$ cat config.mk
export PLATFORM = sky130hd
export DESIGN_NAME = encoder_rr_scheduler
export DESIGN_NICKNAME = d
export VERILOG_FILES = /design/src/rtl/encoder_rr_scheduler.sv
export SDC_FILE = /design/constraint.sdc
export NUM_CORES = 1
export LEC_CHECK = 0
export CELL_PAD_IN_SITES_DETAIL_PLACEMENT = 1
export CELL_PAD_IN_SITES_GLOBAL_PLACEMENT = 1
export CORE_ASPECT_RATIO = 0.9
export CORE_MARGIN = 5
export CORE_UTILIZATION = 40
export CTS_CLUSTER_SIZE = 25
export DETAILED_ROUTE_END_ITERATION = 12
export HOLD_SLACK_MARGIN = 0.03
export PLACE_DENSITY = 0.9
export SYNTH_ARGS = -nofsm -noshare
export SYNTH_HDL_FRONTEND = slang
export SYNTH_SLANG_ARGS = --single-unit
export TNS_END_PERCENT = 20
$ cat constraint.sdc
create_clock -name clk -period 5 [get_ports clk]
set_clock_uncertainty 0.1 [all_clocks]
set_input_delay 0.75 -clock clk [delete_from_list [all_inputs] [get_ports clk]]
set_output_delay 0.75 -clock clk [all_outputs]
set_load 0.1 [all_outputs]
$ cat src/rtl/encoder_rr_scheduler.sv
// Round-robin scheduler sharing one encoder among WIDTH requesters.
// Ports: clk, rst (sync, active-high), req, done -> grant, grant_idx, grant_valid, timeout.
module encoder_rr_scheduler #(
  parameter int WIDTH    = 4,
  parameter int IDX_W    = $clog2(WIDTH),
  parameter int MAX_HOLD = 8
) (
  input  logic             clk,
  input  logic             rst,
  input  logic [WIDTH-1:0] req,
  input  logic             done,
  output logic [WIDTH-1:0] grant,
  output logic [IDX_W-1:0] grant_idx,
  output logic             grant_valid,
  output logic             timeout
);

  localparam int CNT_W = $clog2(MAX_HOLD);

  typedef enum logic [1:0] {
    S_IDLE,
    S_BUSY,
    S_GAP
  } state_e;

  state_e           state_q, state_d;
  logic [WIDTH-1:0] grant_q, grant_d;
  logic [IDX_W-1:0] idx_q, idx_d;
  logic             valid_q, valid_d;
  logic             timeout_q, timeout_d;
  logic [IDX_W-1:0] ptr_q, ptr_d;
  logic [CNT_W-1:0] cnt_q, cnt_d;
  logic [IDX_W-1:0] win_idx;
  logic             rel_own;
  logic             rel_cnt;
  logic             rel_any;

  // Search ptr, ptr+1, ... ; IDX_W-bit addition wraps modulo WIDTH.
  // Scanning downward lets the nearest candidate overwrite farther ones.
  generate
    case (WIDTH)
      2, 4, 8: begin : g_pick
        logic [IDX_W-1:0] cand;
        always_comb begin
          win_idx = '0;
          cand    = '0;
          for (int i = WIDTH - 1; i >= 0; i--) begin
            cand = ptr_q + IDX_W'(i);
            if (req[cand]) win_idx = cand;
          end
        end
      end
      default: begin : g_bad
        $error("encoder_rr_scheduler: WIDTH must be 2, 4 or 8");
        assign win_idx = '0;
      end
    endcase
  endgenerate

  // An owner dropping its request counts as done, and done beats the counter.
  assign rel_own = done | ~req[idx_q];
  assign rel_cnt = (cnt_q == CNT_W'(MAX_HOLD - 1));
  assign rel_any = rel_own | rel_cnt;

  always_ff @(posedge clk) begin
    if (rst) begin
      state_q   <= S_IDLE;
      grant_q   <= '0;
      idx_q     <= '0;
      valid_q   <= 1'b0;
      timeout_q <= 1'b0;
      ptr_q     <= '0;
      cnt_q     <= '0;
    end else begin
      state_q   <= state_d;
      grant_q   <= grant_d;
      idx_q     <= idx_d;
      valid_q   <= valid_d;
      timeout_q <= timeout_d;
      ptr_q     <= ptr_d;
      cnt_q     <= cnt_d;
    end
  end

  always_comb begin
    state_d = state_q;
    unique case (state_q)
      S_IDLE:  if (|req) state_d = S_BUSY;
      S_BUSY:  if (rel_any) state_d = S_GAP;
      S_GAP:   state_d = S_IDLE;
      default: state_d = S_IDLE;
    endcase
  end

  always_comb begin
    grant_d   = grant_q;
    idx_d     = idx_q;
    valid_d   = valid_q;
    timeout_d = 1'b0;
    ptr_d     = ptr_q;
    cnt_d     = cnt_q;
    unique case (state_q)
      S_IDLE: begin
        if (|req) begin
          grant_d = WIDTH'(1) << win_idx;
          idx_d   = win_idx;
          valid_d = 1'b1;
          cnt_d   = '0;
        end
      end
      S_BUSY: begin
        if (rel_any) begin
          grant_d   = '0;
          idx_d     = '0;
          valid_d   = 1'b0;
          timeout_d = rel_cnt & ~rel_own;
          ptr_d     = idx_q + IDX_W'(1);
          cnt_d     = '0;
        end else begin
          cnt_d = cnt_q + CNT_W'(1);
        end
      end
      default: begin
        grant_d = '0;
        valid_d = 1'b0;
      end
    endcase
  end

  assign grant       = grant_q;
  assign grant_idx   = idx_q;
  assign grant_valid = valid_q;
  assign timeout     = timeout_q;

endmodule

; Word-level counts from Yosys, hierarchy flattened
; Cells that the tools add are included.
[classes]
reduce_logical = 8
add_sub_neg = 5
n_eq_ne = 4
shift = 1
magnitude_cmp = 5
mux = 29
bitwise_logic = 7
[ops]
columns = op, n
row1 = $mux 2, 8
row2 = $lt 2x3->1 const B, 5
row3 = $bmux 1 s2, 5
row4 = $mux 4, 2
row5 = $pmux 2 s2, 2
row6 = $pmux 4 s2, 1
row7 = $mux 1, 7
row8 = $mux 3, 2
row9 = $pmux 3 s2, 1
row10 = $reduce_and 2->1, 3
row11 = $add 2x1->2 const B, 2
row12 = $add 2x2->2 const B, 2
row13 = $ne 2x2->1 const B, 2
row14 = $not 1->1, 4
row15 = $reduce_or 4->1, 1
row16 = $shl 1x2->4 const A, 1
row17 = $add 3x1->3 const B, 1
row18 = $eq 3x3->1 const B, 1
row19 = $reduce_and 3->1, 1
row20 = $reduce_or 3->1, 1
row21 = $eq 2x1->1 const B, 1
row22 = $logic_not 2->1, 1
row23 = $or 1x1->1, 2
row24 = $pmux 1 s2, 1
row25 = 2 further kinds, 2
[totals]
elab_cells = 66
input_bits = 7
reg_bits = 15
output_inout_bits = 8

; Logic depth before layout (Yosys ltp)
; Gate-level depths: netlist (run 1).
[logic_depth]
ltp_word = 10
mapped_depth = 6
mapped_depth_nobuf = 6

; Worst setup path before layout (run 1)
; OpenSTA, ideal clock, no wires.
[synth_timing]
path_kind = reg-to-reg
start = register idx_q[0], in the netlist grant_idx[0]
end = register cnt_q[0]
path_stages_with_launch = 6
period_less_slack_ns = 2.357
setup_ns = 0.121
t_required_ns = 4.779
setup_slack_ns = 2.643
arrival_ns = 2.136
n_path_buf = 1
path_cell_list = dfxtp_1 > buf_6 > mux4_1 > nand3_2 > nor3_2 > mux2_2
[synth_via]
elab_chain_cells = 7
[synth_rtl]
columns = element, line
row1 = from (decl), 28  ; logic [IDX_W-1:0] idx_q, idx_d;
row2 = from (signal assigned), 77  ; idx_q <= idx_d;
row3 = $bmux 1 s2, 61  ; assign rel_own = done | ~req[idx_q];
row4 = $mux 1 (not written as such), 61
row5 = $not 1->1, 61
row6 = $or 1x1->1, 61
row7 = $or 1x1->1, 63  ; assign rel_any = rel_own | rel_cnt;
row8 = $mux 3, 112  ; if (rel_any) begin
row9 = $pmux 3 s2, 102  ; unique case (state_q)
row10 = to (signal assigned), 81  ; cnt_q <= cnt_d;
row11 = to (decl), 32  ; logic [CNT_W-1:0] cnt_q, cnt_d;
; Every way passes these cells. The select of a mux whose other input is x is not followed.
; A chain may end at the register's enable or synchronous reset.

; Final worst setup path (run 1)
[layout_timing]
start = register idx_q[0], in the netlist grant_idx[0]
end = output port grant_idx[0]
[layout_lines]
columns = element, line
row1 = to (decl), 13  ; output logic [IDX_W-1:0] grant_idx,
; No word-level cell between the ends.

==> impl_metrics.py, run 1 <==
metrics = {
    "run_status": {
        "status": "finished clean",
    },
    "synth": {
        "seq_area_frac_synth": 0.376,
        "syn_nets": 81,
        "synthCells": 72,
        "netlist_top_cells_area": "dfxtp_1 38%, a22o_1 4.7%, nor2b_1 4.2%, mux2_4 4.0%, a221oi_4 3.5%",
        "syn_area_um2": 744,
        "post-synth-top-area-cell": "dfxtp_1",
        "synthDominantCellAreaShare": 0.376,
        "synth_area_per_cell_um2": 10.3,
        "ys_ff_latch": 14,
        "synth_cell_types": 35,
        "synth_async_sr_flop_share": 0,
        "synth_common_cells": "14 x dfxtp_1, 7 x nor2_1, 5 x nor2b_1",
        "yosysMostFrequentCell": "dfxtp_1",
        "synth_edf_count": 0,
        "synth-warning-count": 0,
        "synth_top_flop_cell": "dfxtp_1",
    },
    "pwr": {
        "intPower_uw": 188,
        "seq_power_share": 0.427,
        "p_clk_frac": 0.200,
        "power.density_nw_per_um2": 340,
        "ir_drop_v": 0.000202,
        "sw_frac_of_total": 0.404,
        "power_leakage_nw": 0.333,
        "switchingPower_uw": 127,
        "pwr-share-comb": 0.372,
    },
    "worst_setup_path": {
        "r2r_setup_slack_ps": 3110,
        "cp.required_ps": 4150,
        "r2r_cells": 6,
        "cp_max_fo": 7,
        "worst_path_largest_cell_delay_ps": 1200,
        "crit_type": "reg -> out",
        "timing.rr.start": "cnt_q[0]",
        "start_kind": "flip-flop",
        "crit_path_top_delay_cell": "clkdlybuf4s50_1",
        "rr_endpoint": "grant[0]",
        "endpoint_kind": "primary output",
        "worstPathArrival_ps": 1980,
        "critPathBufInv": 1,
        "path_cells": "clkdlybuf4s50_1",
        "crit_family": "buffers and inverters",
    },
    "drt": {
        "drc_errors": 0,
        "via_count": 640,
        "drt-pass1-iter-count": 4,
        "viasPerCell": 5.71,
        "routedWlPerCell_um": 15.6,
        "antenna_left": 0,
        "drt-total-wl_mm": 1.74,
        "drtIter0Drc": 13,
    },
    "die": {
        "boundaryPins": 15,
        "start_util": 0.434,
        "coreArea_um2": 1720,
        "die_h_um": 50.9,
        "dieArea_um2": 2830,
        "num_rows": 14,
        "die_x_um": 55.5,
    },
    "place": {
        "io_buffers": 14,
        "place_inst": 109,
        "hpwlAfterDp_mm": 1.36,
        "place.gp.congestion": 0.896,
    },
    "timing": {
        "setup_tns_ps": 0,
        "setup_viol": 0,
        "timing.fmax_ghz": 0.353,
        "finalHoldViolCount": 0,
        "max-slew-margin-rel": 0.347,
        "finalCritPeriodShare": 0.566,
        "min_period_ps": 2830,
        "drv_slew": 0,
        "worst_pin_slew_ps": 977,
        "hold_ws_ps": 370,
        "rsz0062_at_grt": "false",
    },
    "cells_and_area": {
        "fin_nets": 99,
        "drive_gt1_frac": 0.125,
        "fin_cells": 112,
        "synthToLayoutAreaGrowth_pct": 24.4,
        "final_util": 0.539,
        "diodes": 0,
    },
    "global_route": {
        "grt_max_degree": 9,
        "grt_use_met2": 0.199,
        "use_met1": 0.174,
        "busiest_layer": "met2",
        "antenna_found_initial": 0,
        "grt_pass1_vias": 595,
        "met3_usage": 0.0504,
        "grt.overflow.total": 0,
        "grt_first_pass_wirelength_mm": 2.97,
        "grt_use_total": 0.133,
    },
    "cts": {
        "cts_tree": "done",
        "cts_root_buf": "clkbuf_4",
        "cts_resized": 0,
        "cts_buffers": 3,
        "clockBufferDepth": 2,
        "clk_latency_ps": 270,
        "htree_levels": 1,
        "path_clk_slew_ps": 80,
        "cts_hold_buf": 0,
        "clock_sinks": 14,
        "cts_setup_buffers": 0,
    },
    "min_path": {
        "holdPathStages": 1,
        "worstHoldStart": "grant[3]",
        "hold_path.class": "reg -> reg",
        "hold_end": "grant[3]",
    },
    "run": {
        "cap_violations": 0,
    },
}
-- per-stage QoR --
stage | power, mW | setup slack [ps] | cell area [um^2]
CTS | 0.317 | 2160 | 926
global placement | 0.252 | 2500 | 903
floorplan | 0.225 | 2640 | 744
finish | 0.315 | 2170 | 926
detailed placement | 0.254 | 2400 | 903
global route | 0.333 | 2110 | 926
-- cell type report --
cell class                 count  area [um^2]
sequential                    14          280
multi-input combinational     55          445
tap                           24         30.0
timing repair buffer          14          140
clock buffer                   3         22.5
inverter                       2         7.51
fill                         208          791
-- power by group through the flow --
stage | clock network (mW) | logic (mW) | registers (mW)
2_1_floorplan | 0 | 0.0457 | 0.179
3_3_place_gp | 0 | 0.115 | 0.136
3_5_place_dp | 0 | 0.117 | 0.137
4_1_cts | 0.0648 | 0.118 | 0.135
5_1_grt | 0.0723 | 0.123 | 0.137
6_report | 0.0631 | 0.117 | 0.135
-- per-layer routing --
layer / share of wire / wire length, um / vias to the layer above
met5: 0 / 0 / -
met4: 0.0080 / 14 / 0
met3: 0.047 / 82 / 2
met2: 0.45 / 788 / 12
met1: 0.49 / 857 / 314
li1: - / - / 312
-- sequential cells by signal, indices dropped and copies added (netlist names) --
name,cells
grant_idx,2
grant,4
state_q,2
ptr_q,2
timeout,1
cnt_q,3
-- how the worst max path moves through the flow --
| stage | slack (ps) | endpoint | from | depth (start not counted) |
|---|---|---|---|---|
| finish | 2170 | grant_idx[0] | grant_idx[0] | 1 |
| global route | 2110 | grant_idx[0] | grant_idx[0] | 1 |
| CTS | 2160 | grant_idx[0] | grant_idx[0] | 1 |
| detailed placement | 2400 | grant[0] | req[1] | 5 |
| global placement | 2500 | grant_idx[0] | grant_idx[0] | 1 |
| floorplan | 2640 | cnt_q[0] | grant_idx[0] | 5 |
-- layout by cell type (no fill, tap or decap), types with 2 or more instances in the layout --
cell,count
dfxtp_1,14
clkdlybuf4s50_1,14
nor2_1,7
nor2b_1,5
a22o_1,4
nor3_1,3
clkbuf_4,3
inv_1,2
mux2_4,2
o21ai_0,2
nand2_1,2
o2bb2ai_1,2
nand2b_1,2
a211oi_1,2
nand3_1,2
ha_1,2
-- kinds of logic (layout without fill, tap and decap cells) --
family	after synthesis	in the layout	synth area share
mux	4	4	0.0908
xor+xnor	1	1	0.0118
fa+ha+maj	2	2	0.0336
flops	14	14	0.376
buf+inv	3	19	0.0252
simple gates	29	29	0.239
compound gates	19	19	0.224
Power figures use the tool's default switching activity.
==> run 2, diff against run 1 <==
--- a/config.mk
+++ b/config.mk
@@ -9,11 +9,11 @@
 export CELL_PAD_IN_SITES_GLOBAL_PLACEMENT = 1
 export CORE_ASPECT_RATIO = 0.9
 export CORE_MARGIN = 5
-export CORE_UTILIZATION = 40
+export CORE_UTILIZATION = 34
 export CTS_CLUSTER_SIZE = 25
 export DETAILED_ROUTE_END_ITERATION = 12
 export HOLD_SLACK_MARGIN = 0.03
-export PLACE_DENSITY = 0.9
+export PLACE_DENSITY = 0.83
 export SYNTH_ARGS = -nofsm -noshare
 export SYNTH_HDL_FRONTEND = slang
 export SYNTH_SLANG_ARGS = --single-unit
==> constraint.sdc (replaced) <==
create_clock -name clk -period 2.54 [get_ports clk]
set_clock_uncertainty 0.1 [all_clocks]
set_input_delay 0.381 -clock clk [delete_from_list [all_inputs] [get_ports clk]]
set_output_delay 0.381 -clock clk [all_outputs]
set_load 0.1 [all_outputs]
==> impl_metrics.py, run 2 (synthesized netlist as in run 1, its figures left out) <==
metrics = {
    "run_status": {
        "status": "finished clean",
    },
    "cells_and_area": {
        "final_common_cell": "dfxtp_1",
        "seqCellArea_um2": 280,
        "final_util": 0.435,
        "diodes": 0,
        "largest_reg_flops": 4,
        "final_cell_mix": "14 x dfxtp_1, 9 x buf_4, 7 x nor2_1",
        "drive_gt1_frac": 0.233,
        "nFillCells": 254,
        "fin_nets": 100,
        "synthToLayoutAreaGrowth_pct": 25.0,
        "multi_input_area_um2": 445,
    },
    "place": {
        "post-place-ws_ps": 329,
        "io_buffers": 14,
        "place.gp.congestion": 0.752,
        "hpwlAfterDp_mm": 1.56,
    },
    "cts": {
        "cts_buffers": 3,
        "clockBufferDepth": 2,
        "clock_sinks": 14,
        "cts_setup_buffers": 0,
        "path_clk_slew_ps": 80,
        "htree_levels": 1,
        "cts_root_buf": "clkbuf_4",
        "cts_tree": "done",
        "cts_hold_buf": 0,
        "clk_latency_ps": 290,
        "cts_resized": 0,
    },
    "timing": {
        "worst_pin_slew_ps": 451,
        "min_period_ps": 1930,
        "finalHoldViolCount": 0,
        "timing.fmax_ghz": 0.518,
        "max-slew-margin-rel": 0.695,
        "setup_viol": 0,
        "hold_ws_ps": 381,
        "finalCritPeriodShare": 0.759,
        "layout_setup_ws_ps": 611,
        "drv_slew": 0,
        "rsz0062_at_grt": "false",
        "setup_tns_ps": 0,
    },
    "worst_setup_path": {
        "startpoint": "cnt_q[0]",
        "worst_path_largest_cell_delay_ps": 370,
        "crit_top_cell": "ha_1",
        "cp.required_ps": 2680,
        "crit_type": "reg -> reg",
        "worstPathArrival_ps": 2070,
        "cp_max_fo": 4,
        "r2r_cells": 6,
        "cp.depth": 6,
        "endpoint_kind": "flip-flop",
        "crit_family": "simple AND/OR/NAND/NOR gates",
        "path_cells": "ha_1 > ha_1 > nor3_1 > a221oi_1 > nor2_1 > a22o_1",
        "crit_end": "grant[2]",
        "r2r_setup_slack_ps": 610,
        "timing.rr.start": "cnt_q[0]",
        "start_kind": "flip-flop",
        "crit_path_top_delay_cell": "nor3_1",
        "rr_endpoint": "grant[2]",
        "critPathBufInv": 0,
    },
    "pwr": {
        "total_power_uw": 663,
        "switchingPower_uw": 264,
        "ir_drop_v": 0.000326,
        "pwr-share-comb": 0.348,
        "sw_frac_of_total": 0.398,
        "power_leakage_nw": 0.360,
        "intPower_uw": 399,
        "p_clk_frac": 0.249,
        "seq_power_share": 0.403,
        "power.density_nw_per_um2": 712,
    },
    "drt": {
        "via_count": 648,
        "viasPerCell": 5.54,
        "drt-pass1-iter-count": 4,
        "antenna_left": 0,
        "drtIter0Drc": 5,
        "drc_errors": 0,
        "drt-total-wl_mm": 1.96,
        "routedWlPerCell_um": 16.7,
    },
    "global_route": {
        "antenna_found_initial": 0,
        "grt_pass1_vias": 753,
        "grt_max_degree": 9,
        "grt_use_total": 0.147,
        "grt_first_pass_wirelength_mm": 3.44,
        "grt.overflow.total": 0,
    },
    "die": {
        "die_x_um": 59.3,
        "num_rows": 16,
        "coreArea_um2": 2140,
        "boundaryPins": 15,
        "start_util": 0.348,
        "dieArea_um2": 3230,
        "die_h_um": 54.4,
    },
    "min_path": {
        "hold_path.class": "reg -> reg",
    },
    "run": {
        "cap_violations": 0,
    },
}
==> run 2: changes by cell type in the layout (fill, tap and decap cells not counted), sizes merged <==
| cell | before | now |
|---|---|---|
| buf | 0 | 9 |
| clkdlybuf4s50 | 14 | 6 |
| clkbuf | 3 | 4 |
==> run 2: routing by layer <==
metal,share of wire,global-route usage,vias up
met3,0.049,0.0542,5
met5,0,0,-
met4,0.025,0.102,0
li1,-,-,313
met2,0.51,0.245,13
met1,0.41,0.154,317
==> run 2: worst min path at each step <==
stage	slack [ps]	depth (start not counted)	from	endpoint
floorplan	350	1	rst	state_q[1]
global placement	360	1	grant[1]	grant[1]
detailed placement	370	1	grant[1]	grant[1]
CTS	390	1	grant[1]	grant[1]
global route	420	1	grant[1]	grant[1]
finish	380	1	grant[1]	grant[1]
==> run 2: power by group through the flow <==
stage | sequential, mW | clock (mW) | combinational [mW]
final | 0.267 | 0.165 | 0.230
after floorplan | 0.352 | 0 | 0.0899
after global routing | 0.271 | 0.187 | 0.243
after CTS | 0.267 | 0.167 | 0.232
after global placement | 0.271 | 0 | 0.225
after detailed placement | 0.272 | 0 | 0.231
==> run 2: stage by stage <==
| step | std cells | cell area [um^2] |
|---|---|---|
| 6_report | 117 | 931 |
| 5_1_grt | 117 | 931 |
| 4_1_cts | 117 | 931 |
| 3_5_place_dp | 113 | 895 |
| 3_3_place_gp | 113 | 895 |
| 2_1_floorplan | 72 | 744 |
==> run 2: final cells by class <==
class                   instances  area share
repair buffers                 15       0.137
well taps                      27      0.0363
flip-flops and latches         14       0.301
multi-input cells              55       0.478
inverters                       2     0.00806
clock buffers                   4      0.0390
==> run 2: worst register-to-register path: stages, from the launching register on <==
cell	delay [ps]
dfxtp_1	330
ha_1	200
ha_1	240
nor3_1	370
a221oi_1	160
nor2_1	290
a22o_1	190
==> run 3, diff against run 2 <==
--- a/config.mk
+++ b/config.mk
@@ -9,11 +9,11 @@
 export CELL_PAD_IN_SITES_GLOBAL_PLACEMENT = 1
 export CORE_ASPECT_RATIO = 0.9
 export CORE_MARGIN = 5
-export CORE_UTILIZATION = 34
+export CORE_UTILIZATION = 37
 export CTS_CLUSTER_SIZE = 25
 export DETAILED_ROUTE_END_ITERATION = 12
 export HOLD_SLACK_MARGIN = 0.03
-export PLACE_DENSITY = 0.83
+export PLACE_DENSITY = 0.85
 export SYNTH_ARGS = -nofsm -noshare
 export SYNTH_HDL_FRONTEND = slang
 export SYNTH_SLANG_ARGS = --single-unit
==> constraint.sdc (replaced) <==
create_clock -name clk -period 1.88 [get_ports clk]
set_clock_uncertainty 0.1 [all_clocks]
set_input_delay 0.282 -clock clk [delete_from_list [all_inputs] [get_ports clk]]
set_output_delay 0.282 -clock clk [all_outputs]
set_load 0.1 [all_outputs]
==> impl_metrics.py, run 3 (synthesized netlist as in run 1, its figures left out) <==
metrics = {
    "place": {
        "place_inst": 118,
        "place.gp.congestion": 0.776,
        "hpwlAfterDp_mm": 1.72,
        "io_buffers": 14,
    },
    "cells_and_area": {
        "diodes": 0,
        "fin_nets": 107,
        "drive_gt1_frac": 0.361,
        "final_cell_mix": "11 x dfxtp_1, 11 x buf_4, 6 x nor2_1, 6 x clkdlybuf4s50_1",
        "fin_cells": 122,
        "synthToLayoutAreaGrowth_pct": 43.5,
        "largest_reg_flops": 4,
    },
    "cts": {
        "cts_buffers": 3,
        "cts_setup_buffers": 0,
        "cts_hold_buf": 0,
        "clock_sinks": 14,
        "htree_levels": 1,
        "clk_latency_ps": 280,
        "path_clk_slew_ps": 80,
        "cts_root_buf": "clkbuf_4",
        "cts_tree": "done",
        "clockBufferDepth": 2,
    },
    "die": {
        "start_util": 0.389,
        "boundaryPins": 15,
        "coreArea_um2": 1910,
        "dieArea_um2": 3010,
        "num_rows": 15,
        "die_x_um": 57.3,
        "die_h_um": 52.6,
    },
    "drt": {
        "drt-total-wl_mm": 2.17,
        "drc_errors": 0,
        "wl_met1_um": 919,
        "drt-pass1-iter-count": 4,
        "wl_met3_um": 71,
        "antenna_left": 0,
        "maxUsedRoutingLayer": "met4",
        "drtIter0Drc": 7,
        "routedWlPerCell_um": 17.8,
        "via_count": 671,
        "dr_wl_met2_mm": 1.13,
        "viasPerCell": 5.50,
    },
    "pwr": {
        "power.density_nw_per_um2": 867,
        "power_leakage_nw": 0.408,
        "total_power_uw": 927,
        "ir_drop_v": 0.000533,
    },
    "timing": {
        "timing.fmax_ghz": 0.553,
        "rsz0062_at_grt": "true",
        "hold_ws_ps": 380,
        "finalCritPeriodShare": 0.961,
        "worst_pin_slew_ps": 453,
        "drv_slew": 0,
        "finalHoldViolCount": 0,
        "max-slew-margin-rel": 0.695,
        "setup_viol": 0,
        "min_period_ps": 1810,
    },
    "worst_setup_path": {
        "cp.required_ps": 1960,
        "cp_max_fo": 4,
        "path_cells": "ha_1 > ha_2 > nor3b_4 > a221oi_1 > nor2_2 > a22o_1",
        "worstPathArrival_ps": 1880,
        "crit_type": "reg -> reg",
        "worst_path_largest_cell_delay_ps": 380,
        "critPathBufInv": 0,
        "crit_family": "compound AO/OA/AOI/OAI gates",
        "endpoint_kind": "flip-flop",
        "start_kind": "flip-flop",
        "crit_path_top_delay_cell": "a221oi_1",
    },
    "global_route": {
        "antenna_found_initial": 0,
        "grt_first_pass_wirelength_mm": 3.69,
        "grt.overflow.total": 0,
        "grt_pass1_vias": 768,
        "grt_max_degree": 9,
        "grt_use_total": 0.166,
    },
    "run": {
        "cap_violations": 0,
    },
    "run_status": {
        "status": "finished clean",
    },
    "min_path": {
        "hold_path.class": "reg -> reg",
    },
}
==> run 3: cell type report <==
type                       instances  area [um^2]
tap                               25         31.3
timing repair buffer              22          243
fill                             226          846
inverter                           2         7.51
sequential                        14          287
multi-input combinational         55          474
clock buffer                       4         26.3
==> run 3: final timing paths <==
| check | endpoint | slack, ps | depth (start not counted) | start |
|---|---|---|---|---|
| hold reg to reg | grant[3] | 380 | 1 | grant[3] |
| setup / recovery | grant[2] | 70 | 6 | cnt_q[0] |
| setup reg to reg | grant[2] | 70 | 6 | cnt_q[0] |
| hold / removal | grant[3] | 380 | 1 | grant[3] |
==> run 3: metrics by stage <==
step | utilization | setup slack (ps) | TNS (ps) | instance area (um^2)
6_report | 0.558 | 73.0 | 0 | 1070
5_1_grt | 0.558 | -16.0 | -31.5 | 1070
4_1_cts | 0.550 | 46.2 | 0 | 1050
3_5_place_dp | 0.529 | -162 | -1220 | 1010
3_3_place_gp | 0.529 | -118 | -509 | 1010
2_1_floorplan | - | 13.0 | 0 | 751
==> run 3: worst reg2reg max path: cells and delay by family, from the launching register on <==
family | cells | cell delay [ps]
compound gates | 2 | 630
flops | 1 | 360
simple gates | 2 | 200
fa+ha+maj | 2 | 400
==> run 3: power breakdown <==
part	switching (mW)	leakage, nW	internal [mW]	total, mW
combinational	0.229	0.277	0.151	0.379
sequential	0.0446	0.116	0.325	0.370
clock	0.0951	0.0150	0.0823	0.177
total	0.368	0.408	0.558	0.927
==> run 3: per-layer routing <==
layer / track usage / up-vias
li1: - / 328
met1: 0.178 / 323
met2: 0.304 / 14
met3: 0.0369 / 6
met4: 0.0849 / 0
met5: 0 / -
==> run 3: what timing repair did <==
| item | CTS | global route |
|---|---|---|
| setup endpoints to repair | 7 | 5 |
| resized for setup | 3 | 3 |
| pin swaps | 2 | 0 |
